## src/rtl/uart_tx_arbiter.sv

```systemverilog
// Arbitrates a register-file byte and a 16-bit ALU result onto one UART
// transmitter, sequencing bytes through the transmitter's valid/busy handshake.
module uart_tx_arbiter #(
  parameter int DATA_WIDTH   = 8,
  parameter int BUSY_TIMEOUT = 8,
  parameter int TO_CNT_W     = 4
) (
  input  logic                    clk,
  input  logic                    rst,
  input  logic                    rf_valid,
  input  logic [DATA_WIDTH-1:0]   rf_data,
  output logic                    rf_ready,
  input  logic                    alu_valid,
  input  logic [2*DATA_WIDTH-1:0] alu_data,
  output logic                    alu_ready,
  input  logic                    tx_busy,
  output logic [DATA_WIDTH-1:0]   tx_data,
  output logic                    tx_data_valid,
  output logic                    arb_busy,
  output logic                    tx_err,
  output logic [1:0]              fsm_state
);

  // Handshake: a request transfers in the cycle where valid && ready; ready is
  // only ever raised in IDLE with the transmitter free, and the requester must
  // hold valid and data stable until it sees ready.
  typedef enum logic [1:0] {
    IDLE    = 2'd0,
    LAUNCH  = 2'd1,
    WAIT_HI = 2'd2,
    WAIT_LO = 2'd3
  } state_t;

  state_t                  state, state_next;
  logic [2*DATA_WIDTH-1:0] hold, hold_next;
  logic [1:0]              bytes_left, bytes_left_next;
  logic                    last_alu, last_alu_next;
  logic [TO_CNT_W-1:0]     to_cnt, to_cnt_next;
  logic                    arb_busy_next;
  logic                    tx_err_next;
  logic                    grant_rf, grant_alu;

  // Round-robin only matters on a tie; last_alu tracks whoever was served last.
  always_comb begin
    grant_rf  = 1'b0;
    grant_alu = 1'b0;
    if (state == IDLE && !tx_busy) begin
      if (rf_valid && alu_valid) begin
        grant_rf  = last_alu;
        grant_alu = !last_alu;
      end else begin
        grant_rf  = rf_valid;
        grant_alu = alu_valid;
      end
    end
  end

  always_comb begin
    state_next      = state;
    hold_next       = hold;
    bytes_left_next = bytes_left;
    last_alu_next   = last_alu;
    to_cnt_next     = to_cnt;
    tx_err_next     = 1'b0;
    case (state)
      IDLE: begin
        if (grant_rf) begin
          hold_next       = {{DATA_WIDTH{1'b0}}, rf_data};
          bytes_left_next = 2'd1;
          last_alu_next   = 1'b0;
          state_next      = LAUNCH;
        end else if (grant_alu) begin
          hold_next       = alu_data;
          bytes_left_next = 2'd2;
          last_alu_next   = 1'b1;
          state_next      = LAUNCH;
        end
      end
      LAUNCH: begin
        to_cnt_next = '0;
        state_next  = WAIT_HI;
      end
      WAIT_HI: begin
        // Counter runs 0..BUSY_TIMEOUT-1, so the error fires after exactly
        // BUSY_TIMEOUT cycles spent here without seeing busy.
        if (tx_busy) begin
          state_next = WAIT_LO;
        end else if (to_cnt == TO_CNT_W'(BUSY_TIMEOUT - 1)) begin
          tx_err_next     = 1'b1;
          bytes_left_next = '0;
          state_next      = IDLE;
        end else begin
          to_cnt_next = to_cnt + TO_CNT_W'(1);
        end
      end
      WAIT_LO: begin
        if (!tx_busy) begin
          bytes_left_next = bytes_left - 2'd1;
          if (bytes_left == 2'd2) begin
            hold_next  = hold >> DATA_WIDTH;
            state_next = LAUNCH;
          end else begin
            state_next = IDLE;
          end
        end
      end
      default: state_next = IDLE;
    endcase
    arb_busy_next = (state_next != IDLE);
  end

  always_ff @(posedge clk or negedge rst) begin
    if (!rst) begin
      state      <= IDLE;
      hold       <= '0;
      bytes_left <= '0;
      last_alu   <= 1'b1;
      to_cnt     <= '0;
      arb_busy   <= 1'b0;
      tx_err     <= 1'b0;
    end else begin
      state      <= state_next;
      hold       <= hold_next;
      bytes_left <= bytes_left_next;
      last_alu   <= last_alu_next;
      to_cnt     <= to_cnt_next;
      arb_busy   <= arb_busy_next;
      tx_err     <= tx_err_next;
    end
  end

  // hold only changes on entry to LAUNCH, so the byte bus is stable otherwise.
  assign tx_data       = hold[DATA_WIDTH-1:0];
  assign tx_data_valid = (state == LAUNCH);
  assign rf_ready      = grant_rf;
  assign alu_ready     = grant_alu;
  assign fsm_state     = state;

endmodule
```

## config.mk

```make
export PLATFORM = sky130hd
export DESIGN_NAME = uart_tx_arbiter
export DESIGN_NICKNAME = d
export VERILOG_FILES = /design/src/rtl/uart_tx_arbiter.sv
export SDC_FILE = /design/constraint.sdc
export NUM_CORES = 1
export LEC_CHECK = 0
export ABC_AREA = 1
export CAP_MARGIN = 20
export CORE_ASPECT_RATIO = 0.7
export CORE_MARGIN = 2
export CORE_UTILIZATION = 50
export DETAILED_ROUTE_END_ITERATION = 8
export HOLD_SLACK_MARGIN = 0.02
export PLACE_DENSITY = 0.82
export SKIP_LAST_GASP = 1
export SLEW_MARGIN = 40
export SYNTH_ARGS = -nofsm -noshare
export SYNTH_HDL_FRONTEND = slang
export SYNTH_SLANG_ARGS = --single-unit
```

## constraint.sdc

```tcl
create_clock -name clk -period 5.25 [get_ports clk]
set_input_delay 1.3125 -clock clk [delete_from_list [all_inputs] [get_ports clk]]
set_output_delay 1.3125 -clock clk [all_outputs]
set_load 0.05 [all_outputs]
```

Word level (Yosys, flattened, before mapping) --
Index checks and enable logic that the tools add are counted. Widths: inputs -> output; s select.
Word-level totals: output and inout bits 15, logic and storage cells 64, bits in registers 27
Operators by class: eq/ne operators 11, reductions and logical operators 14, multiplexer cells 30, add/sub/neg operators 2
Operator list (number):
- $mux 16 | 4
- $pmux 16 s2 | 1
- $mux 2 | 10
- $mux 1 | 10
- $ne 2x2->1 const B | 5
- $mux 4 | 2
- $pmux 2 s4 | 1
- $pmux 4 s2 | 1
- $reduce_bool 2->1 | 4
- $eq 2x2->1 const B | 3
- $pmux 2 s3 | 1
- $reduce_and 5->1 | 1
- $add 4x1->4 const B | 1
- $eq 4x3->1 const B | 1
- $reduce_and 4->1 | 1
- $ne 3x3->1 const B | 1
- $reduce_and 3->1 | 1
- $reduce_bool 3->1 | 1
- $eq 2x1->1 const B | 1
- $logic_and 1x1->1 | 2
- $logic_not 1->1 | 2
- $logic_not 2->1 | 1
- $reduce_and 2->1 | 1
- $sub 2x1->2 const B | 1

Logic depth before layout (Yosys ltp) --
depth after elaboration 7, mapped depth 9

Least setup slack after synthesis --
No wires, ideal clock.
path kind input-to-output, start input port rf_valid, end output port alu_ready, arrival 2.315 ns, path buffers 1, data required time 3.938 ns, cell stages on the path 2, setup slack 1.623 ns, path through clkbuf_1 a21oi_1
On the way: longest elaborated chain between the ends 3
RTL lines:
- start, declared | line 10 | input logic rf_valid,
- $logic_and 1x1->1 | line 48 | if (rf_valid && alu_valid) begin
- $mux 1 | line 48
- $mux 1 | line 47 | if (state == IDLE && !tx_busy) begin
- end, declared | line 15 | output logic alu_ready,
No other way between the ends.

Worst setup path after layout --
start input port tx_busy, end output port rf_ready
On the way: longest elaborated chain between the ends 3
RTL lines:
- start, declared | line 16 | input logic tx_busy,
- $logic_not 1->1
- $logic_and 1x1->1 | line 47
- $mux 1 | line 47
- end, declared | line 12 | output logic rf_ready,
No other way between the ends.

==> flow_metrics.env <==
export IMPL_period_needed_ps=4647
export IMPL_via_per_inst=5.232
export IMPL_antenna_found_initial=0
export IMPL_area_delta_synth_final_pct=25.80
export IMPL_yosysMostFrequentCell="nand2_1"
export IMPL_grt_first_pass_wirelength_mm=6.147
export IMPL_ctsResizeCount=0
export IMPL_worstPathArrival_ps=3330
export IMPL_core_mm2=0.003148
export IMPL_place_hpwl_mm=2.860
export IMPL_synth_ff_type="dfrtp_1"
export IMPL_cts_root_buffer="clkbuf_8"
export IMPL_rsz0062_at_grt="no"
export IMPL_p_leak_nw=1.036
export IMPL_tightest_slew_ps=660.8
export IMPL_synthTopCellsByCount="nand2_1 (74), dfrtp_1 (26), nand3_1 (24)"
export IMPL_clk_path_buf_depth=2
export IMPL_ys_seq_area_share_pct=41.30
export IMPL_grt_use_total_pct=21.53
export IMPL_overflow=0
export IMPL_swShare_pct=50.63
export IMPL_clock_skew_ps=7.182
export IMPL_r2r_end="hold[1]"
export IMPL_ctsHtreeMaxLevel=1
export IMPL_drc=0
export IMPL_ys_warn_count=0
export IMPL_maxCapViolations=0
export IMPL_netlist_cell_type_count=24
export IMPL_fin_util_pct=65.50
export IMPL_rows=17
export IMPL_p_int_w=0.0006031
export IMPL_setup_violations=0
export IMPL_peakVddDrop_uv=337.2
export IMPL_clock_fmax_mhz=215.2
export IMPL_routed_via_count=1512
export IMPL_die_area_mm2=0.003759
export IMPL_crit_path_start="tx_busy"
export IMPL_cts_hold_buf=0
export IMPL_clock_sink_count=27
export IMPL_syn_nets=255
export IMPL_fin_nets=288
export IMPL_instances_no_fill=289
export IMPL_cp_common_cell="clkdlybuf4s50_1"
export IMPL_synth_top_area_cell="dfrtp_1"
export IMPL_hold_class="reg -> reg"
export IMPL_max_stage_delay_ps=810
export IMPL_totalWireLength_mm=3.816
export IMPL_ys_ff_latch=27
export IMPL_power_switching_w=0.0006184
export IMPL_avgRoutedWirePerCell_um=13.20
export IMPL_cts_buffers=3
export IMPL_critPathCaptureType="output port"
export IMPL_drt_pass1_iter_count=4
export IMPL_worstHoldPathCells=2
export IMPL_first_global_vias=1307
export IMPL_die_w_um=72.43
export IMPL_cp_slowest_cell="clkdlybuf4s50_1"
export IMPL_post_route_period_util_pct=88.52
export IMPL_drt_iter0_drc=145
export IMPL_synth_area_leaders="dfrtp_1 (40%), nand2_1 (17%), nand3_1 (7.3%)"
export IMPL_insertion_delay_ps=270
export IMPL_status="finished clean"
export IMPL_cts_setup_buffers=0
export IMPL_synthCells=219
export IMPL_synth_edf_count=0
export IMPL_crit_end="rf_ready"
export IMPL_syn_area_mm2=0.001639
export IMPL_power_total_w=0.001222
export IMPL_r2r_cells=6
export IMPL_finalHoldViolCount=0
export IMPL_grt_max_degree=33
export IMPL_die_h_um=51.90
export IMPL_combPwrFrac_pct=61.4
export IMPL_p_clk_share_pct=9.5
export IMPL_async_flop_share_pct=100.0
export IMPL_dp_cells=285
export IMPL_gp_congestion=0.8287
export IMPL_r2r_start="fsm_state[0]"
export IMPL_cp_data_required_time_ps=3940
export IMPL_reg2reg_slack_ps=3290
export IMPL_layout_drive_gt1_share_pct=5.976
export IMPL_cts_tree="built"
export IMPL_whs_ps=483.2
export IMPL_slew_viol_final=0
export IMPL_p_per_area_mw_per_mm2=592.4
export IMPL_slew_headroom_pct=55.67
export IMPL_fillers=286
export IMPL_synth_top_area_share_pct=39.69
export IMPL_antenna_cells=0
export IMPL_io_pins=44
export IMPL_port_buffer_count=43
export IMPL_path_max_fanout=19
export IMPL_tns_ps=0
export IMPL_cp_cell_sequence="clkdlybuf4s50_1 > nor2_4 > nand3_4 > inv_1 > clkdlybuf4s50_1"
export IMPL_p_seq_share_pct=29.1
export IMPL_start_util_pct=52.07
export IMPL_synth_area_per_cell_um2=7.484
export IMPL_critPathKind="in -> out"
export IMPL_crit_path_start_kind="input pin"
export IMPL_antenna_left=0
export IMPL_clk_pin_slew_ps=80
-- stage by stage --
step | area, um2 | setup WS (ps)
4_1_cts | 2062 | 602.5
3_3_place_gp | 2017 | 625.3
6_report | 2062 | 602.9
5_1_grt | 2062 | 442.8
3_5_place_dp | 2017 | 600.5
2_1_floorplan | 1639 | 1623
-- worst max-delay path: cells and delay by family --
| kind | cells | cell delay [ps] |
|---|---|---|
| buffers and inverters | 3 | 1490 |
| AND/OR/NAND/NOR | 2 | 530 |
-- metal layers --
layer | vias up | routed length, um | GRT usage (%)
li1 | 769 | - | -
met1 | 683 | 1826 | 31.86
met2 | 58 | 1687 | 32.26
met3 | 2 | 279 | 4.845
met4 | 0 | 21 | 4.630
met5 | - | 0 | 0
-- cell usage in the layout, fill, tap and decap left out, drive strengths merged --
cell type      instances
o211ai                 1
or2                    2
xor2                   1
dfrtp                 26
dfstp                  1
nor2                  20
inv                   13
a21oi                  3
clkbuf                 4
ha                     7
nand4                 10
nand2                 75
o21ai                 16
clkdlybuf4s50         43
buf                    1
nand3                 27
clkinv                 1
-- registers in the layout, summed over array words and instances (netlist names) --
name / flops
hold: 16
to_cnt: 4
bytes_left: 2
fsm_state: 2
arb_busy: 1
last_alu: 1
tx_err: 1
-- cell type report --
cell class | instances | area, um2 | area share (%)
well taps | 38 | 47.55 | 2.306
flip-flops and latches | 27 | 676.9 | 32.83
clock buffers | 4 | 45.04 | 2.184
inverters | 14 | 52.55 | 2.549
multi-input cells | 162 | 802.0 | 38.90
repair buffers | 44 | 437.9 | 21.24
-- power groups by stage --
stage	Combinational [W]	Clock, W	Sequential [W]
finish	0.000749	0.000116	0.000356
global route	0.000837	0.000127	0.000366
CTS	0.000749	0.000119	0.000355
detailed placement	0.000744	0	0.000359
global placement	0.000731	0	0.000354
floorplan	0.000572	0	0.000384
-- cells by family (layout without fill, tap and decap cells) --
kind of cell	after synthesis	count (layout)	synth area share, %
and+or+nand+nor	134	134	36.57
buffers and inverters	30	62	9.771
DFF	27	27	41.30
AOI/OAI and AO/OA	20	20	6.488
adders and majority gates	7	7	5.343
xor gates and xnor gates	1	1	0.5344
-- how the worst min path moves through the flow --
| stage | endpoint | start | slack, ps |
|---|---|---|---|
| after global routing | hold[2] | hold[2] | 510 |
| after CTS | hold[0] | hold[0] | 490 |
| after detailed placement | hold[0] | hold[0] | 470 |
| after floorplan | bytes_left[0] | bytes_left[0] | 450 |
| after global placement | hold[1] | hold[1] | 460 |
| final | hold[0] | hold[0] | 480 |
Note: power is estimated with default switching activity, not from simulation.
